[config.mk]
export PLATFORM = sky130hd
export DESIGN_NAME = game_ctrl
export DESIGN_NICKNAME = d
export VERILOG_FILES = /design/src/rtl/game_ctrl.sv
export SDC_FILE = /design/constraint.sdc
export NUM_CORES = 1
export LEC_CHECK = 0
export ABC_CLOCK_PERIOD_IN_PS = 3200
export BUFFER_PORTS_ARGS = -buffer_cell sky130_fd_sc_hd__buf_2
export CAP_MARGIN = 20
export CORE_MARGIN = 1
export CORE_UTILIZATION = 41
export DETAILED_ROUTE_END_ITERATION = 10
export GPL_TIMING_DRIVEN = 1
export SYNTH_ARGS = -nofsm -noshare
export SYNTH_HDL_FRONTEND = slang
export SYNTH_SLANG_ARGS = --single-unit
[constraint.sdc]
create_clock -name clk -period 3.2 [get_ports clk]
set_input_delay 0.48 -clock clk [delete_from_list [all_inputs] [get_ports clk]]
set_output_delay 0.48 -clock clk [all_outputs]
set_load 0.01 [all_outputs]
[src/rtl/game_ctrl.sv]
// Guessing-game controller: seeds the datapath RNG, validates guesses, verdict 3 cycles after acceptance.
// All outputs registered; start/guess_valid are only sampled in states that act on them. Try limit under GAME_TRY_LIMIT_EN.
module game_ctrl #(
    parameter int MIN_SEED  = 8,
    parameter int MAX_TRIES = 7
) (
    input  logic       clk,
    input  logic       rst,
    input  logic       start,
    input  logic       guess_valid,
    input  logic [7:0] guess,
    input  logic       eq,
    output logic       genrand,
    output logic [2:0] cv,
    output logic       ready,
    output logic       bad_guess,
    output logic       win,
    output logic       lose,
    output logic [3:0] tries
);

    typedef enum logic [2:0] {
        S_IDLE, S_SEED, S_WAIT, S_CMP, S_LOAD, S_CHK, S_WIN, S_LOSE
    } state_t;

    localparam logic [7:0] MIN_SEED_C = 8'(MIN_SEED);
`ifdef GAME_TRY_LIMIT_EN
    localparam logic [3:0] MAX_TRIES_C = 4'(MAX_TRIES);
`endif

    if (MIN_SEED < 1 || MIN_SEED > 255) begin : g_bad_min_seed
        $error("game_ctrl: MIN_SEED must be 1..255");
    end
    if (MAX_TRIES < 1 || MAX_TRIES > 15) begin : g_bad_max_tries
        $error("game_ctrl: MAX_TRIES must be 1..15");
    end

    state_t     state_q;
    logic [7:0] seed_cnt_q;
    logic [7:0] seed_cnt_d;
    logic [7:0] guess_q;
    logic [3:0] tries_d;
    logic       guess_ok;
    logic       try_limit;

    always_comb begin
        seed_cnt_d = (seed_cnt_q == 8'hFF) ? seed_cnt_q : seed_cnt_q + 8'd1;
        tries_d    = (tries == 4'hF) ? tries : tries + 4'd1;
        guess_ok   = (guess != 8'd0) && (guess <= 8'd99);
`ifdef GAME_TRY_LIMIT_EN
        try_limit  = (tries_d == MAX_TRIES_C);
`else
        try_limit  = 1'b0;
`endif
    end

    // Outputs are assigned alongside the transition so they describe the state being entered.
    always_ff @(posedge clk or posedge rst) begin
        if (rst) begin
            state_q    <= S_IDLE;
            seed_cnt_q <= 8'd0;
            guess_q    <= 8'd0;
            genrand    <= 1'b0;
            cv         <= 3'b000;
            ready      <= 1'b0;
            bad_guess  <= 1'b0;
            win        <= 1'b0;
            lose       <= 1'b0;
            tries      <= 4'd0;
        end else begin
            genrand   <= 1'b0;
            cv        <= 3'b000;
            ready     <= 1'b0;
            bad_guess <= 1'b0;
            case (state_q)
                S_IDLE: begin
                    seed_cnt_q <= 8'd0;
                    tries      <= 4'd0;
                    win        <= 1'b0;
                    lose       <= 1'b0;
                    if (start) begin
                        state_q <= S_SEED;
                        genrand <= 1'b1;
                    end
                end
                S_SEED: begin
                    seed_cnt_q <= seed_cnt_d;
                    if (!start && seed_cnt_d >= MIN_SEED_C) begin
                        state_q <= S_WAIT;
                        ready   <= 1'b1;
                    end else begin
                        genrand <= 1'b1;
                    end
                end
                S_WAIT: begin
                    if (guess_valid && guess_ok) begin
                        guess_q <= guess;
                        state_q <= S_CMP;
                        cv      <= 3'b001;
                    end else begin
                        ready     <= 1'b1;
                        bad_guess <= guess_valid;
                    end
                end
                S_CMP: begin
                    state_q <= S_LOAD;
                    cv      <= 3'b111;
                end
                S_LOAD: begin
                    state_q <= S_CHK;
                    cv      <= 3'b001;
                end
                S_CHK: begin
                    tries <= tries_d;
                    if (eq) begin
                        state_q <= S_WIN;
                        win     <= 1'b1;
                    end else if (try_limit) begin
                        state_q <= S_LOSE;
                        lose    <= 1'b1;
                    end else begin
                        state_q <= S_WAIT;
                        ready   <= 1'b1;
                    end
                end
                S_WIN, S_LOSE: begin
                    if (start) begin
                        state_q    <= S_SEED;
                        genrand    <= 1'b1;
                        seed_cnt_q <= 8'd0;
                        tries      <= 4'd0;
                        win        <= 1'b0;
                        lose       <= 1'b0;
                    end
                end
                default: state_q <= S_IDLE;
            endcase
        end
    end

    a_verdict_excl: assert property (@(posedge clk) disable iff (rst) !(win && lose));
    a_guess_range:  assert property (@(posedge clk) disable iff (rst)
                        (state_q == S_CHK) |-> (guess_q != 8'd0 && guess_q <= 8'd99));

endmodule

Word-level counts from Yosys, hierarchy flattened
Cells that the tools add are included.
- flip-flop bits (word level): 23
- latch bits: 0
- RAM bits: 0
- bits in read-only memories: 0
- bits of input ports: 13
- logic and storage cells: 70
- memories: 0
- add/subtract/negate cells: 2
- $mul: 0
- divide/modulo/power cells: 0
- $lt $le $gt $ge: 2
- equality and inequality tests: 15
- shift operators: 0
- mux-type cells: 26
- bitwise gates (word level): 0
- reductions and logical operators: 16
- operator list (cell ; number):
    $pmux 8 s3 ; 1
    $pmux 3 s6 ; 1
    $mux 8 ; 2
    $eq 3x3->1 const B ; 4
    $mux 3 ; 4
    $pmux 4 s3 ; 1
    $mux 1 ; 10
    $ne 2x2->1 const B ; 5
    $pmux 3 s3 ; 1
    $reduce_and 3->1 ; 3
    $add 8x1->8 const B ; 1
    $eq 8x8->1 const B ; 1
    $ge 8x4->1 const B ; 1
    $le 8x7->1 const B ; 1
    $mux 4 ; 2
    $reduce_bool 8->1 ; 1
    $eq 3x2->1 const B ; 2
    $pmux 1 s3 ; 2
    $reduce_bool 3->1 ; 2
    $add 4x1->4 const B ; 1
    $eq 4x4->1 const B ; 1
    $pmux 1 s2 ; 2
    $reduce_and 2->1 ; 2
    $eq 3x1->1 const B ; 1
    other kinds (7) ; 9

Logic depth before layout (Yosys ltp)
Gate-level depths: netlist of run 1.
- depth in word-level cells: 6
- depth in mapped cells: 6

Worst setup path before layout of run 1
Ideal clock, no wire load.
- path type: in2reg
- start: input guess[3]
- end: register ready
- setup time: 0.129 ns
- arrival time: 1.555 ns
- data required time: 3.071 ns
- setup slack: 1.517 ns
- cell stages on the path: 4
- path through: o311a_1 > a211oi_4 > nand2_1 > a2111o_1
- cells in the longest elaborated chain, start to end: 5
- elaborated cells on any way between the ends: 6
- classes of those cells: order compare (1); mux (2); reduce/logical (3)
- RTL lines (what ; line ; source):
    start: declaration ; 11 ; input logic [7:0] guess,
    $le 8x7->1 or $reduce_bool 8->1 (tied branches) ; 49 ; guess_ok = (guess != 8'd0) && (guess <= 8'd99);
    $logic_and 1x1->1 (*) ; 49 ;
    $logic_and 1x1->1 (*) ; 96 ; if (guess_valid && guess_ok) begin
    $mux 1 (*) ; 96 ;
    $pmux 1 s3 (*) ; 75 ; case (state_q)
    end signal: assignment ; 73 ; ready <= 1'b0;
    end signal: assignment ; 90 ; ready <= 1'b1;
    end signal: assignment ; 101 ; ready <= 1'b1;
    end: declaration ; 15 ; output logic ready,
Mark *: on every way between the ends. The rest lies on a longest branch, timed or not.
A chain may end at the register's enable or synchronous reset.

Worst setup path after layout of run 1
- start: register seed_cnt_q[0]
- end: register state_q[1]
- cells in the longest elaborated chain, start to end: 6
- elaborated cells on any way between the ends: 7
- classes of those cells: add/sub (1); order compare (1); eq/ne (2); mux (1); reduce/logical (2)
- RTL lines (what ; line ; source):
    start: declaration ; 39 ; logic [7:0] seed_cnt_q;
    start signal: assignment ; 87 ; seed_cnt_q <= seed_cnt_d;
    $add 8x1->8 or $eq 8x8->1 (tied branches) ; 47 ; seed_cnt_d = (seed_cnt_q == 8'hFF) ? seed_cnt_q : seed_cnt_q + 8'd1;
    $mux 8 (*) ; 47 ;
    $ge 8x4->1 (*) ; 88 ; if (!start && seed_cnt_d >= MIN_SEED_C) begin
    $logic_and 1x1->1 (*) ; 88 ;
    $ne 2x2->1 (no source line) (*) ; - ;
    $reduce_and 3->1 (no source line) (*) ; - ;
    end signal: assignment ; 82 ; state_q <= S_SEED;
    end signal: assignment ; 89 ; state_q <= S_WAIT;
    end signal: assignment ; 98 ; state_q <= S_CMP;
    end: declaration ; 38 ; state_t state_q;
Marked as above.

==> results of run 1 <==
[logic make-up (layout without fill, tap and decap cells)]
logic type	after synthesis	count (layout)	share of synthesized area, %
buffers and inverters	12	31	5.07
XOR/XNOR	2	2	1.51
AND/OR/NAND/NOR	49	49	21.0
other	1	1	0.323
AO/OA/AOI/OAI	33	33	21.0
adder cells (fa/ha/maj)	2	2	2.16
multiplexers	4	4	3.56
flip-flops	21	21	45.3
[Yosys cell counts, types with 2 or more instances]
library cell / instances
a311oi_1: 2
o211ai_1: 3
a21oi_1: 7
nand3_1: 8
nor4_1: 2
ha_1: 2
inv_1: 3
a211oi_1: 2
o31ai_1: 2
nor2_1: 15
o21ai_0: 3
clkbuf_1: 2
buf_4: 2
a31oi_1: 2
mux2i_1: 3
xor2_1: 2
nand2_1: 7
nor3b_1: 4
nor3_1: 6
dfrtp_1: 21
nand4_1: 3
buf_2: 4
[worst max-delay path: stages (launching register included)]
cell and delay, ps:
dfrtp_1 470, ha_1 240, nand3_1 250, mux2_2 400
a311oi_1 290, a211o_1 150
[stage by stage]
step	utilization (%)	total power [uW]	instances	setup WS (ps)	instance area, um^2
after floorplan	-	684	124	1520	1160
after global placement	49.6	770	169	1380	1270
after detailed placement	49.6	777	169	1340	1270
after CTS	50.6	913	173	1380	1300
after global routing	50.6	989	173	1250	1300
final	50.6	903	173	1350	1300
[cell usage in the layout, fill, tap and decap left out, drive strengths merged, types with 2 or more instances in the layout]
| cell type | count |
|---|---|
| buf | 24 |
| a311oi | 2 |
| nand2 | 7 |
| o21ai | 4 |
| nor3b | 4 |
| nand4 | 3 |
| ha | 2 |
| dfrtp | 21 |
| xor2 | 2 |
| a211oi | 3 |
| o31ai | 2 |
| mux2i | 3 |
| a21oi | 7 |
| o211ai | 3 |
| nand3 | 8 |
| a31oi | 2 |
| nor4 | 2 |
| clkbuf | 3 |
| nor2 | 15 |
| inv | 3 |
| nor3 | 6 |
[sequential cells by signal, summed over array words and instances, names as in the netlist]
name and count:
bad_guess 1, cv 2, genrand 1, ready 1, seed_cnt_q 8, state_q 3, tries 4, win 1
[metal layers]
metal / up-vias / wire length (um) / GRT usage (%)
li1: 500 / - / -
met1: 467 / 1080 / 23.1
met2: 25 / 1030 / 25.9
met3: 2 / 103 / 4.92
met4: 0 / 13 / 3.75
met5: - / 0 / 0
[area by class of cell]
class	count	area [um^2]	area share [%]
repair buffers	24	123	9.43
multi-input cells	91	576	44.3
clock buffers	3	22.5	1.73
clock inverters	1	5.00	0.385
flip-flops and latches	21	526	40.4
inverters	3	11.3	0.866
well taps	30	37.5	2.89
[worst paths after layout]
check	cells after the start	startpoint	to
max	5	seed_cnt_q[0]	state_q[1]
min	2	rst	state_q[2]
max reg2reg	5	seed_cnt_q[0]	state_q[1]
min reg2reg	2	win	win
max in group asynchronous	2	rst	seed_cnt_q[0]
min in group clk	3	guess_valid	bad_guess
[power by group through the flow]
| stage | Clock (uW) | Sequential, uW | Combinational (uW) |
|---|---|---|---|
| 4_1_cts | 140 | 420 | 352 |
| 5_1_grt | 147 | 440 | 402 |
| 2_1_floorplan | 0 | 402 | 281 |
| 3_5_place_dp | 0 | 425 | 353 |
| 3_3_place_gp | 0 | 422 | 348 |
| 6_report | 132 | 421 | 350 |
==> flow_metrics.py, run 1 <==
metrics = {
    "status": {
        "outcome": "completed",
    },
    "place": {
        "port_buffers": 23,
        "hpwl_um": 1610,
        "gp_congestion": 0.814,
    },
    "sta": {
        "tightest_slew_ps": 794,
        "fin_setup_tns_ps": 0,
        "whs_ps": 298,
        "hold_violations": 0,
        "min_period_over_period_pct": 57.8,
        "slew_headroom_pct": 47.0,
        "fin_crit_ps": 1850,
        "setup_viol": 0,
        "finClkSkew_ps": 3.53,
        "rsz0062_at_grt": "no",
        "max_freq_mhz": 541,
        "slew_violations": 0,
    },
    "worst_setup_path": {
        "cp_data_required_time_ps": 3450,
        "worstSetupPathType": "flop to flop",
        "worst_ep_arrival_time_ps": 2100,
        "start_kind": "flop",
        "cp-end-kind": "flop",
        "rrSetupSlack_ps": 1350,
        "path_max_fanout": 8,
    },
    "synth": {
        "syn_avg_cell_area_um2": 9.35,
        "synth_edf_count": 0,
        "yosysWarnings": 0,
        "synth.distinct_cells": 41,
        "synth_nets": 139,
        "ys_seq_area_share_pct": 45.3,
        "synth_ff_type": "dfrtp_1",
        "synth_area_leaders": "dfrtp_1 45%, nor2_1 4.9%, nand3_1 3.5%",
        "ys_ff_latch": 21,
        "synth_top_area_share_pct": 45.3,
        "yosys.area.top_type": "dfrtp_1",
        "async_reset_ff_share_pct": 100,
        "syn_area_um2": 1160,
        "syn_inst": 124,
    },
    "cts": {
        "cts_max_path_buffers": 2,
        "cts_buffers": 3,
        "cts_sinks": 21,
        "cts_tree": "done",
        "clk_latency_ps": 310,
        "cts.htree.levels": 1,
        "cts_resized": 0,
        "cts_setup_buffers": 0,
        "cts_root_buf": "clkbuf_4",
        "ctsHoldBuffers": 0,
        "clk_pin_slew_worst_paths_ps": 120,
    },
    "power_and_ir_drop": {
        "comb_power_share_pct": 38.8,
        "power.density_nw_per_um2": 694,
        "ir_drop_v": 0.000399,
        "intPower_uw": 533,
        "seq_power_share_pct": 46.6,
        "switching_share_pct": 40.9,
        "p_leak_uw": 0.000613,
        "p_sw_uw": 369,
        "clkPwrFrac_pct": 14.6,
    },
    "routing": {
        "wl_per_cell_um": 12.9,
        "drtIter0Drc": 22,
        "drcViolationCount": 0,
        "drt.antenna.violating_nets": 0,
        "detail_route.vias_per_cell": 5.75,
        "vias": 994,
        "wl_um": 2230,
        "drtPass1Iterations": 4,
    },
    "global_routing": {
        "grt_util_all_layers_pct": 16.8,
        "grt_max_degree": 22,
        "grt-ovfl-total": 0,
        "antenna_found_initial": 0,
        "grt_pass1_vias": 819,
        "grt_pass1_wl_um": 3620,
    },
    "layout": {
        "area_delta_synth_final_pct": 12.1,
        "drive_gt1_share_pct": 21.7,
        "antenna_cells": 0,
        "fill_cells": 251,
        "nets": 159,
    },
    "die": {
        "start_util_pct": 45.2,
        "die_h_um": 55.2,
        "rows": 18,
        "core_um2": 2570,
        "io_pins": 25,
        "die_w_um": 55.2,
        "die_area_um2": 3050,
    },
    "flow_run": {
        "cap_violations": 0,
    },
    "worst_hold_path": {
        "hp-class": "input pin to async pin",
    },
}
Note: power is estimated with default switching activity, not from simulation.
==> inputs of run 2 (changes only) <==
--- a/config.mk
+++ b/config.mk
@@ -5,13 +5,14 @@
 export SDC_FILE = /design/constraint.sdc
 export NUM_CORES = 1
 export LEC_CHECK = 0
-export ABC_CLOCK_PERIOD_IN_PS = 3200
+export ABC_CLOCK_PERIOD_IN_PS = 1580
 export BUFFER_PORTS_ARGS = -buffer_cell sky130_fd_sc_hd__buf_2
 export CAP_MARGIN = 20
 export CORE_MARGIN = 1
 export CORE_UTILIZATION = 41
 export DETAILED_ROUTE_END_ITERATION = 10
 export GPL_TIMING_DRIVEN = 1
+export PLACE_DENSITY = 0.65
 export SYNTH_ARGS = -nofsm -noshare
 export SYNTH_HDL_FRONTEND = slang
 export SYNTH_SLANG_ARGS = --single-unit
==> constraint.sdc (replaced) <==
create_clock -name clk -period 1.58 [get_ports clk]
set_input_delay 0.237 -clock clk [delete_from_list [all_inputs] [get_ports clk]]
set_output_delay 0.237 -clock clk [all_outputs]
set_load 0.01 [all_outputs]
==> flow_metrics.py, run 2 (synthesis gave the netlist of run 1 again) <==
metrics = {
    "worst_hold_path": {
        "min-delay-start": "guess_valid",
        "hold-path-endpoint": "bad_guess",
        "hp-class": "input pin to flop",
        "whs_path_depth": 3,
    },
    "sta": {
        "finClkSkew_ps": 6.69,
        "max_freq_mhz": 652,
        "setup_viol": 0,
        "whs_ps": 168,
        "min_period_over_period_pct": 97.1,
        "hold_violations": 0,
        "slew_violations": 0,
        "fin_ws_ps": 45.6,
        "rsz0062_at_grt": "yes",
        "fin_crit_ps": 1530,
    },
    "power_and_ir_drop": {
        "p_leak_uw": 0.000681,
        "power.density_nw_per_um2": 1400,
        "ir_drop_v": 0.000898,
    },
    "cts": {
        "cts_sinks": 21,
        "cts_root_buf": "clkbuf_4",
        "clk_pin_slew_worst_paths_ps": 120,
        "clk_latency_ps": 290,
        "cts_buffers": 3,
        "cts_tree": "done",
        "cts.htree.levels": 1,
        "cts_max_path_buffers": 2,
    },
    "layout": {
        "final_cell_mix": "23 x buf_2, 21 x dfrtp_1, 15 x nor2_1",
        "area_delta_synth_final_pct": 22.9,
        "final_common_cell": "buf_2",
        "largest_reg_flops": 8,
        "antenna_cells": 0,
        "nets": 172,
        "drive_gt1_share_pct": 29.5,
        "fin_util_pct": 55.5,
        "largest_registers": "seed_cnt_q (8), tries (4), state_q (3)",
        "regMostFlops": "seed_cnt_q",
        "stdcell_area_um2": 1430,
    },
    "flow_run": {
        "cap_violations": 0,
    },
    "die": {
        "start_util_pct": 45.2,
        "rows": 18,
        "die_h_um": 55.2,
        "die_area_um2": 3050,
        "io_pins": 25,
        "core_um2": 2570,
        "die_w_um": 55.2,
    },
    "place": {
        "gp_congestion": 0.840,
        "port_buffers": 23,
        "place_area_um2": 1370,
        "place_ws_ps": 17.0,
        "hpwl_um": 1770,
    },
    "routing": {
        "drtIter0Drc": 23,
        "drt.antenna.violating_nets": 0,
        "detail_route.vias_per_cell": 5.70,
        "vias": 1061,
        "drcViolationCount": 0,
        "wl_per_cell_um": 13.3,
        "wl_um": 2470,
        "drtPass1Iterations": 4,
    },
    "worst_setup_path": {
        "worstSetupPathType": "flop to flop",
        "cpLargestDelayFamily": "compound AO/OA/AOI/OAI gates",
        "cpPeakStageDelay_ps": 400,
        "cp-end-kind": "flop",
        "worst_r2r_path_depth": 5,
        "worst_ep_arrival_time_ps": 1720,
        "path_cells": "ha_2, nand3_4, mux2_4, a211oi_1, a2111o_1",
        "start_kind": "flop",
        "path_max_fanout": 5,
        "crit_buf_inv": 0,
        "r2r-start": "seed_cnt_q[0]",
        "cpMaxStageDelayCell": "dfrtp_1",
        "rrSetupSlack_ps": 50,
        "r2r_end": "ready",
        "crit_path_start": "seed_cnt_q[0]",
        "cp_data_required_time_ps": 1770,
    },
    "global_routing": {
        "grt_util_all_layers_pct": 16.8,
        "grt_pass1_wl_um": 3620,
        "antenna_found_initial": 0,
        "grt_pass1_vias": 830,
        "grt-ovfl-total": 0,
        "grt_max_degree": 22,
    },
    "status": {
        "outcome": "completed",
    },
}
[run 2: worst max-delay path by stage]
stage / to / slack (ps) / cells past startpoint
5_1_grt: ready / -7 / 5
3_3_place_gp: ready / 30 / 5
2_1_floorplan: state_q[1] / 20 / 5
3_5_place_dp: state_q[1] / 20 / 5
6_report: ready / 50 / 5
4_1_cts: ready / 30 / 5
[run 2: stage by stage]
step	setup TNS [ps]	total power [uW]	std cells
after floorplan	0	1390	124
after global placement	0	1700	181
after detailed placement	0	1710	181
after CTS	0	1970	186
after global routing	-7.20	2150	186
final	0	1990	186
[run 2: routing by layer]
layer,track usage (%),vias up,wire length (um)
met5,0,-,0
met4,5.00,0,15
met3,3.28,2,95
met2,26.5,28,1190
met1,23.2,510,1170
li1,-,521,-
[run 2: power breakdown]
| group | switching (uW) | internal [uW] |
|---|---|---|
| clock | 156 | 98.0 |
| combinational | 513 | 423 |
| sequential | 122 | 678 |
| total | 791 | 1200 |
[run 2: tightest hold or removal path, cell delays in order]
cell and delay (ps):
buf_2 120, nand2_1 50, nor2_1 30
[run 2: final cells by class]
cell class / count / area, um^2
Clock buffer: 4 / 26.3
Fill cell: 254 / 1140
Inverter: 3 / 11.3
Multi-Input combinational cell: 91 / 602
Sequential cell: 21 / 526
Tap cell: 30 / 37.5
Timing Repair Buffer: 37 / 223
[run 2: what timing repair did]
action	CTS	global route
setup endpoints to repair	2	3
hold buffers	1	0
cloned	0	0
hold endpoints to repair	21	0
pin swaps	1	2
gates resized for setup	2	3
buffers inserted	0	0
